**config.mk**
```make
export PLATFORM = sky130hd
export DESIGN_NAME = seg_scan_driver
export DESIGN_NICKNAME = d
export VERILOG_FILES = /design/src/rtl/seg_scan_pkg.sv /design/src/rtl/seg7_hex_decoder.sv /design/src/rtl/seg_scan_driver.sv
export SDC_FILE = /design/constraint.sdc
export NUM_CORES = 1
export LEC_CHECK = 0
export ABC_AREA = 1
export CAP_MARGIN = 20
export CELL_PAD_IN_SITES_DETAIL_PLACEMENT = 0
export CELL_PAD_IN_SITES_GLOBAL_PLACEMENT = 1
export CORE_MARGIN = 2
export CORE_UTILIZATION = 35
export CTS_BUF_LIST = sky130_fd_sc_hd__clkbuf_8
export DETAILED_ROUTE_END_ITERATION = 7
export GPL_ROUTABILITY_DRIVEN = 0
export GPL_TIMING_DRIVEN = 0
export PLACE_DENSITY = 0.87
export SYNTH_ARGS = -nofsm -noshare
export SYNTH_HDL_FRONTEND = slang
export SYNTH_SLANG_ARGS = --single-unit
```
**constraint.sdc**
```tcl
create_clock -name clk_i -period 3.7 [get_ports clk_i]
set_input_delay 0.37 -clock clk_i [delete_from_list [all_inputs] [get_ports clk_i]]
set_output_delay 0.37 -clock clk_i [all_outputs]
set_load 0.05 [all_outputs]
```
**src/rtl/seg_scan_pkg.sv**
```systemverilog
// Shared types and constants for the seven-segment scan driver.
// Holds the scan state encoding, the all-off segment code and the hex glyph table.
package seg_scan_pkg;

  typedef enum logic [1:0] {
    IDLE,
    BLANK,
    DRIVE
  } state_e;

  localparam logic [6:0] SEG_OFF = 7'h7F;

  // Active-low {g,f,e,d,c,b,a}; entry n is the glyph for hex value n.
  localparam logic [6:0] HEX_SEG [16] = '{
    7'b1000000, 7'b1111001, 7'b0100100, 7'b0110000,
    7'b0011001, 7'b0010010, 7'b0000010, 7'b1111000,
    7'b0000000, 7'b0010000, 7'b0001000, 7'b0000011,
    7'b1000110, 7'b0100001, 7'b0000110, 7'b0001110
  };

endpackage

```
**src/rtl/seg7_hex_decoder.sv**
```systemverilog
// Combinational hex-to-seven-segment decoder, active-low {g,f,e,d,c,b,a}.
module seg7_hex_decoder
  import seg_scan_pkg::*;
(
  input  logic [3:0] hex_i,
  output logic [6:0] seg_n_o
);

  always_comb begin
    seg_n_o = HEX_SEG[hex_i];
  end

endmodule

```
**src/rtl/seg_scan_driver.sv**
```systemverilog
// Multiplexed seven-segment scan driver with inter-digit blanking, stepped by scan_clk_i edges.
// Optional build macro SEG_SCAN_LEADING_ZERO_BLANK_EN blanks leading zero digits (digit 0 always shown).
module seg_scan_driver
  import seg_scan_pkg::*;
#(
  parameter int unsigned NUM_DIGITS   = 4,
  parameter int unsigned BLANK_CYCLES = 8,
  parameter int unsigned IDX_W        = 3
) (
  input  logic                      clk_i,
  input  logic                      reset_n,
  input  logic                      scan_clk_i,
  input  logic                      enable_i,
  input  logic [4*NUM_DIGITS-1:0]   digits_i,
  input  logic [NUM_DIGITS-1:0]     dp_i,
  output logic [NUM_DIGITS-1:0]     anode_n_o,
  output logic [6:0]                seg_n_o,
  output logic                      dp_n_o,
  output logic                      frame_o,
  output logic                      overrun_o
);

  localparam int unsigned      CNT_W    = (BLANK_CYCLES > 1) ? $clog2(BLANK_CYCLES) : 1;
  localparam logic [CNT_W-1:0] CNT_LAST = CNT_W'(BLANK_CYCLES - 1);
  localparam logic [IDX_W-1:0] IDX_LAST = IDX_W'(NUM_DIGITS - 1);

  logic sync1_q, sync2_q, hist_q;
  logic tick;

  state_e                 state_q, state_d;
  logic [IDX_W-1:0]       idx_q, idx_d;
  logic [CNT_W-1:0]       cnt_q, cnt_d;
  logic [NUM_DIGITS-1:0]  anode_q, anode_d;
  logic [6:0]             seg_q, seg_d;
  logic                   dp_q, dp_d;
  logic                   frame_q, frame_d;
  logic                   ovr_q, ovr_d;

  logic [3:0]             cur_digit;
  logic                   cur_dp;
  logic [NUM_DIGITS-1:0]  anode_sel;
  logic [6:0]             dec_seg;
  logic [6:0]             seg_load;

  always_ff @(posedge clk_i or negedge reset_n) begin
    if (!reset_n) begin
      sync1_q <= 1'b0;
      sync2_q <= 1'b0;
      hist_q  <= 1'b0;
    end else begin
      sync1_q <= scan_clk_i;
      sync2_q <= sync1_q;
      hist_q  <= sync2_q;
    end
  end

  assign tick = sync2_q & ~hist_q;

  always_comb begin
    cur_digit = '0;
    cur_dp    = 1'b0;
    anode_sel = '1;
    for (int unsigned k = 0; k < NUM_DIGITS; k++) begin
      if (idx_q == IDX_W'(k)) begin
        cur_digit    = digits_i[4*k +: 4];
        cur_dp       = dp_i[k];
        anode_sel[k] = 1'b0;
      end
    end
  end

  seg7_hex_decoder u_dec (
    .hex_i   (cur_digit),
    .seg_n_o (dec_seg)
  );

`ifdef SEG_SCAN_LEADING_ZERO_BLANK_EN
  logic lz_blank;

  // Digit k is blanked only when it and every more-significant digit are zero.
  always_comb begin
    lz_blank = 1'b0;
    for (int unsigned k = 1; k < NUM_DIGITS; k++) begin
      if (idx_q == IDX_W'(k)) begin
        lz_blank = 1'b1;
        for (int unsigned j = k; j < NUM_DIGITS; j++) begin
          if (digits_i[4*j +: 4] != 4'h0) lz_blank = 1'b0;
        end
      end
    end
  end

  assign seg_load = lz_blank ? SEG_OFF : dec_seg;
`else
  assign seg_load = dec_seg;
`endif

  always_comb begin
    state_d = state_q;
    idx_d   = idx_q;
    cnt_d   = cnt_q;
    anode_d = anode_q;
    seg_d   = seg_q;
    dp_d    = dp_q;
    frame_d = 1'b0;
    ovr_d   = ovr_q;

    if (!enable_i) begin
      state_d = IDLE;
      idx_d   = '0;
      cnt_d   = '0;
      anode_d = '1;
      seg_d   = SEG_OFF;
      dp_d    = 1'b1;
    end else begin
      case (state_q)
        IDLE: begin
          anode_d = '1;
          seg_d   = SEG_OFF;
          dp_d    = 1'b1;
          if (tick) begin
            state_d = BLANK;
            cnt_d   = '0;
          end
        end
        BLANK: begin
          anode_d = '1;
          seg_d   = SEG_OFF;
          dp_d    = 1'b1;
          if (tick) ovr_d = 1'b1;
          // Digit data is sampled only here, so it stays stable for the whole DRIVE phase.
          if (cnt_q == CNT_LAST) begin
            state_d = DRIVE;
            anode_d = anode_sel;
            seg_d   = seg_load;
            dp_d    = ~cur_dp;
            frame_d = (idx_q == '0);
          end else begin
            cnt_d = cnt_q + 1'b1;
          end
        end
        DRIVE: begin
          if (tick) begin
            state_d = BLANK;
            cnt_d   = '0;
            idx_d   = (idx_q == IDX_LAST) ? '0 : idx_q + 1'b1;
            anode_d = '1;
            seg_d   = SEG_OFF;
            dp_d    = 1'b1;
          end
        end
        default: begin
          state_d = IDLE;
          idx_d   = '0;
          cnt_d   = '0;
          anode_d = '1;
          seg_d   = SEG_OFF;
          dp_d    = 1'b1;
        end
      endcase
    end
  end

  always_ff @(posedge clk_i or negedge reset_n) begin
    if (!reset_n) begin
      state_q <= IDLE;
      idx_q   <= '0;
      cnt_q   <= '0;
      anode_q <= '1;
      seg_q   <= SEG_OFF;
      dp_q    <= 1'b1;
      frame_q <= 1'b0;
      ovr_q   <= 1'b0;
    end else begin
      state_q <= state_d;
      idx_q   <= idx_d;
      cnt_q   <= cnt_d;
      anode_q <= anode_d;
      seg_q   <= seg_d;
      dp_q    <= dp_d;
      frame_q <= frame_d;
      ovr_q   <= ovr_d;
    end
  end

  assign anode_n_o = anode_q;
  assign seg_n_o   = seg_q;
  assign dp_n_o    = dp_q;
  assign frame_o   = frame_q;
  assign overrun_o = ovr_q;

endmodule

```
==> results of run 1 <==
## flip-flops by register name, indices dropped and copies added, names as in the netlist
register,count
anode_n_o,4
cnt_q,3
dp_n_o,1
frame_o,1
hist_q,1
idx_q,3
overrun_o,1
seg_n_o,7
state_q,2
sync1_q,1
sync2_q,1
## power by group through the flow
stage	logic, mW	clock network (mW)	registers (mW)
global placement	0.0882	0	0.288
finish	0.0901	0.158	0.283
detailed placement	0.0890	0	0.288
floorplan	0.0342	0	0.298
CTS	0.0892	0.164	0.284
global route	0.100	0.175	0.285
## routing by layer
layer  vias up  track usage (%)
li1        720                -
met1       630             18.8
met2        26             26.4
met3         0             3.42
met4         0             1.89
met5         -                0
## cell usage in the layout, fill, tap and decap left out, drive strengths merged, types with 3 or more instances in the layout
cell type | netlist | final
nor2 | 31 | 31
clkdlybuf4s50 | 0 | 37
nand2 | 45 | 45
nand3 | 18 | 18
dfrtp | 13 | 13
a21oi | 12 | 12
dfstp | 12 | 12
o21ai | 10 | 10
ha | 12 | 12
clkbuf | 1 | 4
inv | 34 | 35
buf | 2 | 3
## cell families (layout without fill, tap and decap cells)
group / count (synthesis) / in the layout / synth area share [%]
flip-flops: 25 / 25 / 40.6
adder cells (fa/ha/maj): 12 / 12 / 9.52
buffers and inverters: 37 / 79 / 9.52
AO/OA/AOI/OAI: 28 / 28 / 11.1
AND/OR/NAND/NOR: 100 / 100 / 29.2
## per-stage QoR
| step | util (%) | setup slack [ns] | instances | cell area, um2 | hold slack (ns) |
|---|---|---|---|---|---|
| floorplan | - | 1.79 | 202 | 1580 | 0.0744 |
| global placement | 46.2 | 1.49 | 291 | 2010 | 0.334 |
| detailed placement | 46.2 | 1.46 | 291 | 2010 | 0.338 |
| CTS | 47.2 | 1.44 | 295 | 2060 | 0.369 |
| global route | 47.6 | 1.18 | 296 | 2070 | 0.325 |
| finish | 47.6 | 1.44 | 296 | 2070 | 0.328 |
## worst paths after layout
check / startpoint / end / slack (ns) / cells past startpoint
min in group clk_i: sync1_q / sync2_q / 0.37 / 0
min reg2reg: sync1_q / sync2_q / 0.37 / 0
max: idx_q[1] / seg_n_o[3] / 1.44 / 16
max in group asynchronous: reset_n / anode_n_o[0] / 2.88 / 2
min: reset_n / idx_q[1] / 0.33 / 1
max reg2reg: idx_q[1] / seg_n_o[3] / 1.44 / 16
## worst reg2reg max path, delay by kind of cell, from the launching register on
kind                     cells  cell delay (ns)
AND/OR/NAND/NOR             10             0.92
adder cells (fa/ha/maj)      2             0.56
flip-flops                   1             0.41
buffers and inverters        4             0.31
## area by class of cell
cell class / count / area [um2]
clock buffer: 3 / 41.3
inverter: 34 / 130
sequential: 25 / 641
fill: 432 / 2280
buffer: 3 / 20.0
multi-input combinational: 140 / 786
timing repair buffer: 38 / 385
tap: 52 / 65.1
clock inverter: 1 / 3.75
==> out/qor.txt, run 1 <==
Max layer used -> met3
First-iteration detailed-routing DRC count -> 79
Clock slew seen by the registers of the worst setup and hold paths -> 0.09 ns
Max Cap Viol -> 0
Post-CTS Setup Inserts -> 0
Die Height -> 71.1 um
Static leakage -> 0.966 nW
Crit-path max cell delay -> 0.41 ns
Synth top area share -> 20.6%
Setup crit end kind -> flop
IO Count -> 38
Final period util -> 61.2%
RSZ-0062 raised after global routing -> no
Metal-1 WL -> 1640 um
Final hold viol count -> 0
Gr usage total -> 14.8%
Synth area leaders -> dfrtp_1 (21%), dfstp_2 (20%), ha_1 (9.5%), nand2_1 (9.5%), nor2_1 (6.7%)
Fin nets -> 281
Minimum clock period -> 2.26 ns
Routed WL -> 3480 um
Crit-path cells -> inv_1 > ha_1 > inv_2 > nor2_2 > nand2_1 > nand3_1 > nand2_1 > nand2_2 > inv_1 > ha_1 > inv_1 > nand2_1 > nand3_1 > nand2_1 > nor2_1 > nor2_1
Seq pwr share -> 53.3%
Number of hold buffers added after cts -> 0
Syn. warnings -> 0
Fin Clk Skew -> 0.00294 ns
Metal3 WL -> 139 um
Via-to-Cell Ratio -> 4.65
Drt wl/cell -> 11.8 um
Commonest cells post-synth -> nand2_1 (40), nor2_1 (28), inv_1 (24), nand3_1 (17), dfrtp_1 (13)
Slowest cell on the critical path -> dfrtp_1
Chip width -> 71.1 um
Routed vias -> 1,376
Slew Viols, Final -> 0
Logic pwr share -> 17.0%
I/O Buffers -> 37
Fin Setup TNS -> 0 ns
Clock Latency Late Sink -> 0.26 ns
First-pass GRT wire length -> 6070 um
Cell variety after synth -> 31
Fmax -> 442 MHz
Most common cell in the netlist -> nand2_1
Status -> finished, final reports clean
Asr flop ratio synth -> 100%
Cts repair resizes -> 0
DRC errors left -> 0
Biggest area consumer among synthesized cells -> dfrtp_1
Num rows -> 24
Largest net degree at the start of global routing -> 26
Area delta synth->final -> 31.4%
Top FF cell, synth -> dfrtp_1
Total CTS buffers -> 3
EDFF count, synth -> 0
H-tree depth -> 1
Crit path max-delay family -> simple AND/OR/NAND/NOR gates
CP arrival -> 2.47 ns
Crit path max fanout -> 6
Peak supply drop -> 0.197 mV
Clock Power Share -> 29.7%
CP Data Required Time -> 3.90 ns
Mapped Cells -> 202
Pwr Density -> 257 mW/mm2
Initial Util -> 36.2%
Hold crit path type -> input port to async pin
FF+latch count, synth -> 25
ANT cells -> 0
DP HPWL -> 2730 um
Drt pass-1 iters -> 4
Startpoint types -> flop
Worst Path Buf+Inv -> 4
Clock buffer depth -> 2
Pwr Total -> 0.532 mW
Switching Share -> 25.4%
Core ar. -> 0.00435 mm2
Clock sink count -> 25
Die Area -> 0.00506 mm2
Worst slew pin tran -> 0.510 ns
Max-Slew Margin vs Limit -> 65.9%
Switch Pwr -> 0.135 mW
CTS tree -> built
P_int -> 0.397 mW
Post-route ant nets -> 0
Most frequent CP cell -> nand2_1
Initial antenna violation count -> 0
Routed length on met2 -> 1700 um
GRT overflow -> 0
Layout cell share with drive strength beyond 1 -> 16.4%
Seq/Total Area, Yosys -> 40.6%
Syn_area_per_cell -> 7.80 um2
Syn_nets -> 238
Post-Syn Area -> 0.00158 mm2
CTS root buffer -> clkbuf_8
Final setup violating endpoints -> 0
WS Path Type -> flop to flop
Vias in the first global route -> 1,426
No activity file was read; power rests on OpenSTA's default activity.
==> inputs of run 2 (changes only) <==
==> constraint.sdc (replaced) <==
create_clock -name clk_i -period 2.3 [get_ports clk_i]
set_input_delay 0.23 -clock clk_i [delete_from_list [all_inputs] [get_ports clk_i]]
set_output_delay 0.23 -clock clk_i [all_outputs]
set_load 0.05 [all_outputs]
==> run 2 against run 1 <==
Effect of this change: critical path depth down 2; fmax increased by 7.3%; wire length increased by 1.2%; non-clock buffer count unchanged; core utilization up 0.83 points; global-route usage is the same; combinational power grew 62%; via count increased by 1.7%; worst setup slack got worse by 1.2 ns; power is 61% higher; clock power is 62% higher; first-iteration DRC count increased by 1.3%; critical path type unchanged; critical endpoint unchanged; largest power group unchanged.
==> out/qor.txt, run 2 (synthesis gave the netlist of run 1 again) <==
Status -> finished, final reports clean (unchanged)
Num rows -> 24 (unchanged)
CTS root buffer -> clkbuf_8 (unchanged)
Crit-path max cell delay -> 0.43 ns (was 0.41 ns)
CP Data Required Time -> 2.50 ns (was 3.90 ns)
Crit path max fanout -> 5 (was 6)
Final hold slack -> 0.187 ns (was 0.328 ns)
Fin Setup TNS -> 0 ns (unchanged)
Largest net degree at the start of global routing -> 26 (unchanged)
Initial Util -> 36.2% (unchanged)
Most common cell after layout, fill and taps aside -> nand2_1 (unchanged)
Crit-path cells -> inv_1 > ha_1 > inv_1 > nor2_4 > nand2_1 > nand3_1 > a21oi_4 > ha_1 > inv_1 > nand2_1 > nand3_1 > nand2_1 > nor2_1 > nor2_1 (was inv_1 > ha_1 > inv_2 > nor2_2 > nand2_1 > nand3_1 > nand2_1 > nand2_2 > inv_1 > ha_1 > inv_1 > nand2_1 > nand3_1 > nand2_1 > nor2_1 > nor2_1)
R2R cell count -> 14 (was 16)
ANT cells -> 0 (unchanged)
Clock sink count -> 25 (unchanged)
CTS tree -> built (unchanged)
Commonest non-fill, non-tap cells in the layout -> nand2_1 (40), clkdlybuf4s50_1 (37), nor2_1 (28) (unchanged)
Peak supply drop -> 0.317 mV (was 0.197 mV)
Drt wl/cell -> 11.9 um (was 11.8 um)
Gr usage total -> 14.8% (unchanged)
Drt pass-1 iters -> 4 (unchanged)
Final period util -> 91.7% (was 61.2%)
First-iteration detailed-routing DRC count -> 80 (was 79)
Die Area -> 0.00506 mm2 (unchanged)
Fin nets -> 281 (unchanged)
Slew Viols, Final -> 0 (unchanged)
H-tree depth -> 1 (unchanged)
Fin Clk Skew -> 0.00362 ns (was 0.00294 ns)
RR Startpoint -> idx_q[0] (was idx_q[1])
Startpoint types -> flop (unchanged)
Fmax -> 474 MHz (was 442 MHz)
Static leakage -> 0.971 nW (was 0.966 nW)
Final setup violating endpoints -> 0 (unchanged)
Die Height -> 71.1 um (unchanged)
First-pass GRT wire length -> 6070 um (unchanged)
Setup slack, reg-to-reg -> 0.19 ns (was 1.44 ns)
Pwr Density -> 407 mW/mm2 (was 257 mW/mm2)
DP Cell Count -> 291 (unchanged)
Max FFs per register -> 7 (unchanged)
Clock Latency Late Sink -> 0.27 ns (was 0.26 ns)
GRT overflow -> 0 (unchanged)
Final hold viol count -> 0 (unchanged)
DP HPWL -> 2730 um (unchanged)
Setup crit end kind -> flop (unchanged)
Post-DP Area -> 0.00201 mm2 (unchanged)
DRC errors left -> 0 (unchanged)
Via-to-Cell Ratio -> 4.73 (was 4.65)
Post-CTS Setup Inserts -> 0 (unchanged)
Max-Slew Margin vs Limit -> 65.9% (about the same)
RSZ-0062 raised after global routing -> no (unchanged)
Layout cell share with drive strength beyond 1 -> 18.0% (was 16.4%)
Post-Layout Inst Area -> 0.00211 mm2 (was 0.00207 mm2)
Worst r2r dst -> seg_n_o[3] (unchanged)
I/O Buffers -> 37 (unchanged)
Post-route ant nets -> 0 (unchanged)
Initial antenna violation count -> 0 (unchanged)
Routed vias -> 1,399 (was 1,376)
Area delta synth->final -> 33.7% (was 31.4%)
Core ar. -> 0.00435 mm2 (unchanged)
Post-route core utilization -> 48.4% (was 47.6%)
Final cell count without fillers -> 296 (unchanged)
Number of hold buffers added after cts -> 0 (unchanged)
Hold crit path type -> input port to async pin (unchanged)
Minimum clock period -> 2.11 ns (was 2.26 ns)
IO Count -> 38 (unchanged)
Max Cap Viol -> 0 (unchanged)
Routed WL -> 3520 um (was 3480 um)
Clock slew seen by the registers of the worst setup and hold paths -> 0.09 ns (about the same)
Vias in the first global route -> 1,426 (unchanged)
Crit path max-delay family -> simple AND/OR/NAND/NOR gates (unchanged)
Slowest cell on the critical path -> dfrtp_1 (unchanged)
Worst slew pin tran -> 0.509 ns (was 0.510 ns)
Total CTS buffers -> 3 (unchanged)
Worst Path Buf+Inv -> 3 (was 4)
Clock buffer depth -> 2 (unchanged)
CP arrival -> 2.31 ns (was 2.47 ns)
Chip width -> 71.1 um (unchanged)
WS Path Type -> flop to flop (unchanged)
==> run 2: cell count changes in the layout (fill, tap and decap cells not counted) <==
cell / delta
inv_2: +1
ha_2: +1
ha_4: +1
ha_1: -2
a21oi_4: +1
nor2_4: +2
nor2_2: -2
inv_1: -1
a21oi_1: -1
==> run 2: timing repair <==
item,4_1_cts,5_1_grt
resized for setup,0,8
hold endpoints to repair,0,0
setup endpoints to repair,0,6
==> run 2: metal layers <==
metal	global-route usage, %	vias to the layer above	share of wire, %
li1	-	721	-
met1	18.8	648	46
met2	26.4	30	50
met3	3.42	0	4.0
met4	1.89	0	0
met5	0	-	0
==> run 2: how the worst max path moves through the flow <==
stage,cells past startpoint,endpoint,from,slack (ns)
CTS,16,seg_n_o[3],idx_q[1],0.04
detailed placement,16,seg_n_o[3],idx_q[1],0.06
finish,14,seg_n_o[3],idx_q[0],0.19
global placement,16,seg_n_o[3],idx_q[1],0.09
floorplan,16,seg_n_o[3],idx_q[1],0.39
global route,15,seg_n_o[3],idx_q[0],0.005
==> run 2: area by class of cell <==
cell class | count | area [um2]
buffer | 3 | 20.0
clock buffer | 3 | 41.3
clock inverter | 1 | 3.75
fill | 428 | 2250
inverter | 34 | 130
multi-input combinational | 140 | 822
sequential | 25 | 641
tap | 52 | 65.1
timing repair buffer | 38 | 385
==> run 2: per-stage QoR <==
step / power (mW) / setup WS [ns]
6_report: 0.858 / 0.191
5_1_grt: 0.902 / 0.00474
4_1_cts: 0.864 / 0.0422
3_5_place_dp: 0.607 / 0.0630
3_3_place_gp: 0.605 / 0.0856
2_1_floorplan: 0.535 / 0.389
==> run 2: power breakdown <==
part           total (mW)  switching, mW  internal (mW)  leakage, nW
logic               0.146         0.0779         0.0684        0.647
registers           0.456        0.00467          0.451        0.296
clock network       0.256          0.136          0.119       0.0269
==> edit 1, RTL diff (settings of run 2) <==
Build with the macro `SEG_SCAN_LEADING_ZERO_BLANK_EN` defined.
--- a/src/rtl/seg_scan_driver.sv
+++ b/src/rtl/seg_scan_driver.sv
@@ -2,2 +2,4 @@
 // Optional build macro SEG_SCAN_LEADING_ZERO_BLANK_EN blanks leading zero digits (digit 0 always shown).
+`define SEG_SCAN_LEADING_ZERO_BLANK_EN
+
 module seg_scan_driver
Function: same outputs for any inputs over 10 cycles, from zero or initial values and one cycle with reset_n low; that may be too few to reach the edited logic, so the function may still have changed.
==> edit 1 against run 2 <==
- via count rose by 3.2%
- synthesized cell count up 4.5%
- die area rose by 2.8%
- setup slack better by 0.017 ns
- hold slack improved by 0.030 ns
- synthesized area grew 3.0%
- fmax is 0.84% higher
- sequential cell count stayed put
- critical path depth is 2 higher
- sequential power barely moved
- final area is 3.9% higher
- power rose by 0.51%
- routed wire length is 5.3% higher
- critical endpoint unchanged
==> edit 1: results (changes against run 2) <==
[logic_synthesis] cell types occupying the most area after synthesis sky130_fd_sc_hd__dfrtp_1, sky130_fd_sc_hd__dfstp_2, sky130_fd_sc_hd__nand2_1, sky130_fd_sc_hd__ha_1, sky130_fd_sc_hd__inv_1
[logic_synthesis] register area share after synthesis 0.394 [-0.0119]
[cells_and_area] final net count 291 [+3.6%]
[drt] number of vias per cell after detailed routing 4.72 [-0.16%]
[timing] worst hold slack after final layout 0.217 ns [+0.0301 ns]
[worst_setup_path] Worst Reg2Reg Path Length in Cells 16 [+2]
[worst_setup_path] register-to-register setup slack 0.21 ns [+0.02 ns]
[drt] DRC violation total after the first TritonRoute iteration 85 [+6.3%]
[global_route] via count of the first global-routing pass 1433 [+0.49%]
[logic_synthesis] Post-Synthesis Net Count 247 [+3.8%]
[place] instance area after placement 2060 µm² [+2.4%]
[cells_and_area] final instance count without filler cells 306 [+3.4%]
[drt] final routed wire length divided by cell count 12.1 µm [+1.9%]
[power] P_leak 0.997 nW [+2.7%]
[global_route] GRT Resource Usage Total 0.153 [+0.00547]
[timing] measured slew at the worst slew-check pin 0.507 ns [-0.00273 ns]
[cells_and_area] fraction of final layout cells with drive strength greater than 1 0.169 [-0.0110]
[logic_synthesis] number of distinct library cells after synthesis 30 [-3.2%]
[power] highest ir drop seen on vdd 0.269 mV [-15%]
[worst_setup_path] biggest fanout along the worst timing path 6 [+1]
[place] cell count after placement 300 [+3.1%]
[logic_synthesis] count of mapped cells out of synthesis 211 [+4.5%]
[worst_setup_path] arrival time reported for the critical path endpoint 2.29 ns [-0.02 ns]
[place] post-detail-place hpwl 2870 µm [+5.2%]
[global_route] initial antenna violation count 0 [unchanged]
[timing] worst setup skew after layout 0.00769 ns [+0.00406 ns]
[global_route] wire length of the first global-routing pass 6410 µm [+5.7%]
[outcome] result of the run finished, final reports clean
edit 1: cells by family (layout without fill, tap and decap cells):
kind of cell,count (synthesis),in the layout
buffers and inverters,37,80
adders and majority gates,12,12
and+or+nand+nor,106,106
DFF,25,25
AOI/OAI and AO/OA,31,31
edit 1: repair_timing:
| action | 4_1_cts | 5_1_grt |
|---|---|---|
| resized for setup | 1 | 11 |
| pin swaps | 0 | 1 |
| cloned | 0 | 0 |
| setup buffers | 0 | 1 |
| endpoints found under the setup margin | 1 | 3 |
edit 1: power breakdown:
part / switching (mW) / internal (mW) / leakage (nW)
sequential: 0.00470 / 0.451 / 0.295
combinational: 0.0804 / 0.0725 / 0.675
clock: 0.134 / 0.119 / 0.0269
edit 1: metrics by stage:
step	setup slack [ns]	util
6_report	0.208	0.496
5_1_grt	0.0229	0.496
4_1_cts	0.0389	0.477
3_5_place_dp	0.00147	0.467
3_3_place_gp	0.0359	0.467
2_1_floorplan	0.360	-
edit 1: area by class of cell:
type / instances / area [µm²] / area share
Inverter: 35 / 134 / 0.0611
Sequential cell: 25 / 642 / 0.293
Clock buffer: 3 / 41.3 / 0.0189
Multi-Input combinational cell: 149 / 883 / 0.403
Buffer: 2 / 15.0 / 0.00686
Timing Repair Buffer: 39 / 405 / 0.185
Tap cell: 52 / 65.1 / 0.0297
Clock inverter: 1 / 3.75 / 0.00171
edit 1: worst max path at each step:
stage | from | to | slack (ns) | depth (start not counted)
CTS | idx_q[1] | seg_n_o[3] | 0.04 | 16
global route | idx_q[0] | seg_n_o[3] | 0.02 | 14
finish | idx_q[1] | seg_n_o[3] | 0.21 | 16
detailed placement | idx_q[1] | seg_n_o[3] | 0.001 | 16
floorplan | idx_q[1] | seg_n_o[3] | 0.36 | 16
global placement | idx_q[1] | seg_n_o[3] | 0.04 | 16
edit 1: worst max-delay path: cells and delay by family (launching register included):
family                   cells  cell delay (ns)
flip-flops                   1             0.44
adder cells (fa/ha/maj)      2             0.44
AND/OR/NAND/NOR             10             0.84
buffers and inverters        4             0.30
edit 1: metal layers:
metal  track usage  routed length, µm  part of all wire
met1         0.218               1770              0.48
met2         0.249               1740              0.47
met3        0.0361                189             0.051
met4        0.0126                  0                 0
met5             0                  0                 0
==> edit 2, RTL diff (settings of run 2) <==
Without the edit above. Register the inputs `enable_i` and `dp_i` before use, cleared by the reset. The logic sees them one clock later. The other inputs are not delayed to match.
--- a/src/rtl/seg_scan_driver.sv
+++ b/src/rtl/seg_scan_driver.sv
@@ -26,2 +26,15 @@
 
+  logic enable_q;
+  logic [NUM_DIGITS-1:0] dp_r;
+
+  always_ff @(posedge clk_i or negedge reset_n) begin
+    if (!reset_n) begin
+      enable_q <= '0;
+      dp_r     <= '0;
+    end else begin
+      enable_q <= enable_i;
+      dp_r     <= dp_i;
+    end
+  end
+
   logic sync1_q, sync2_q, hist_q;
@@ -65,3 +78,3 @@
         cur_digit    = digits_i[4*k +: 4];
-        cur_dp       = dp_i[k];
+        cur_dp       = dp_r[k];
         anode_sel[k] = 1'b0;
@@ -107,3 +120,3 @@
 
-    if (!enable_i) begin
+    if (!enable_q) begin
       state_d = IDLE;
Behaviour: not the same (a bounded check fails within 10 cycles, from zero or initial values and one cycle with reset_n low).
==> edit 2 against run 2 <==
- synthesized area increased by 9.2%
- power increased by 29%
- synthesized cell count increased by 3.0%
- combinational power increased by 4%
- routed wire length increased by 3.5%
- sequential cell count increased by 5
- setup slack improved by 0.0078 ns
- clock skew increased by 0.0063 ns
- final area increased by 9.3%
- critical path type unchanged
- critical endpoint is now seg_n_o[5]
==> edit 2: results (changes against run 2) <==
[timing] final worst-path setup slack 0.198 ns [+0.00775 ns]
[logic_synthesis] cell types occupying the most area after synthesis sky130_fd_sc_hd__dfrtp_1, sky130_fd_sc_hd__dfstp_2, sky130_fd_sc_hd__ha_1, sky130_fd_sc_hd__nor2_1, sky130_fd_sc_hd__nand2_1
[cells_and_area] final instance count without filler cells 321 [+8.4%]
[outcome] result of the run finished, final reports clean
[drt] detailed-route wire length on metal 1 1730 µm [+6.1%]
[cts] Max H-tree Level 2 [+1]
[hold_path] Hold/Removal Path Class flop to flop
[global_route] pin count of the biggest net entering global routing 18 [-31%]
[logic_synthesis] Post-Synthesis Net Count 244 [+2.5%]
[timing] worst setup skew after layout 0.00997 ns [+0.00634 ns]
[timing] worst hold slack after final layout 0.371 ns [+0.184 ns]
[global_route] met1 routing resource usage after global routing 0.199 [+0.0105]
[drt] final routed wire length divided by cell count 11.3 µm [-4.6%]
[worst_setup_path] Worst Reg2Reg Path Length in Cells 12 [-2]
[worst_setup_path] biggest fanout along the worst timing path 8 [+3]
[cells_and_area] fraction of final layout cells with drive strength greater than 1 0.213 [+0.0323]
[global_route] wire length of the first global-routing pass 6310 µm [+4.1%]
[drt] total via count after detailed routing 1441 [+3.0%]
[worst_setup_path] maximum single-stage delay on the critical path 0.41 ns [-0.02 ns]
[logic_synthesis] most used standard cells in the synthesized netlist sky130_fd_sc_hd__nor2_1, sky130_fd_sc_hd__nand2_1, sky130_fd_sc_hd__inv_1
[place] instance area after placement 2200 µm² [+9.5%]
[place] post-detail-place hpwl 2730 µm [+0.26%]
[drt] highest metal used met4
[power] internal power 0.820 mW [+28%]
[drt] wire length on met3 291 µm [+110%]
[drt] routed wire length on met2 1550 µm [-11%]
[timing] worst max-slew margin expressed relative to the limit 0.505 [-0.154]
[global_route] routing usage on met2 0.231 [-0.0326]
[global_route] met3 usage in global routing 0.0447 [+0.0105]
[global_route] GRT Resource Usage Total 0.151 [+0.00336]
[edit 2: power groups by stage]
stage / Clock (mW) / Sequential, mW / Combinational (mW)
global route: 0.434 / 0.554 / 0.168
floorplan: 0 / 0.577 / 0.0568
finish: 0.399 / 0.553 / 0.152
detailed placement: 0 / 0.561 / 0.150
CTS: 0.415 / 0.553 / 0.152
global placement: 0 / 0.561 / 0.145
[edit 2: cell type report]
type	instances	area [µm²]
Fill cell	475	2420
Multi-Input combinational cell	141	827
Sequential cell	30	766
Timing Repair Buffer	38	398
Inverter	35	131
Tap cell	67	83.8
Clock buffer	5	68.8
Buffer	2	15.0
Clock inverter	3	13.8
[edit 2: worst max-delay path, delay by kind of cell, from the launching register on]
family                     cells  cell delay [ns]
DFF                            1             0.41
adders and majority gates      2             0.45
and+or+nand+nor                3             0.28
AOI/OAI and AO/OA              4             0.58
buffers and inverters          3             0.29
[edit 2: logic make-up after synthesis]
group	synth area share
fa+ha+maj	0.0872
flops	0.445
simple gates	0.287
buf+inv	0.0850
compound gates	0.0959
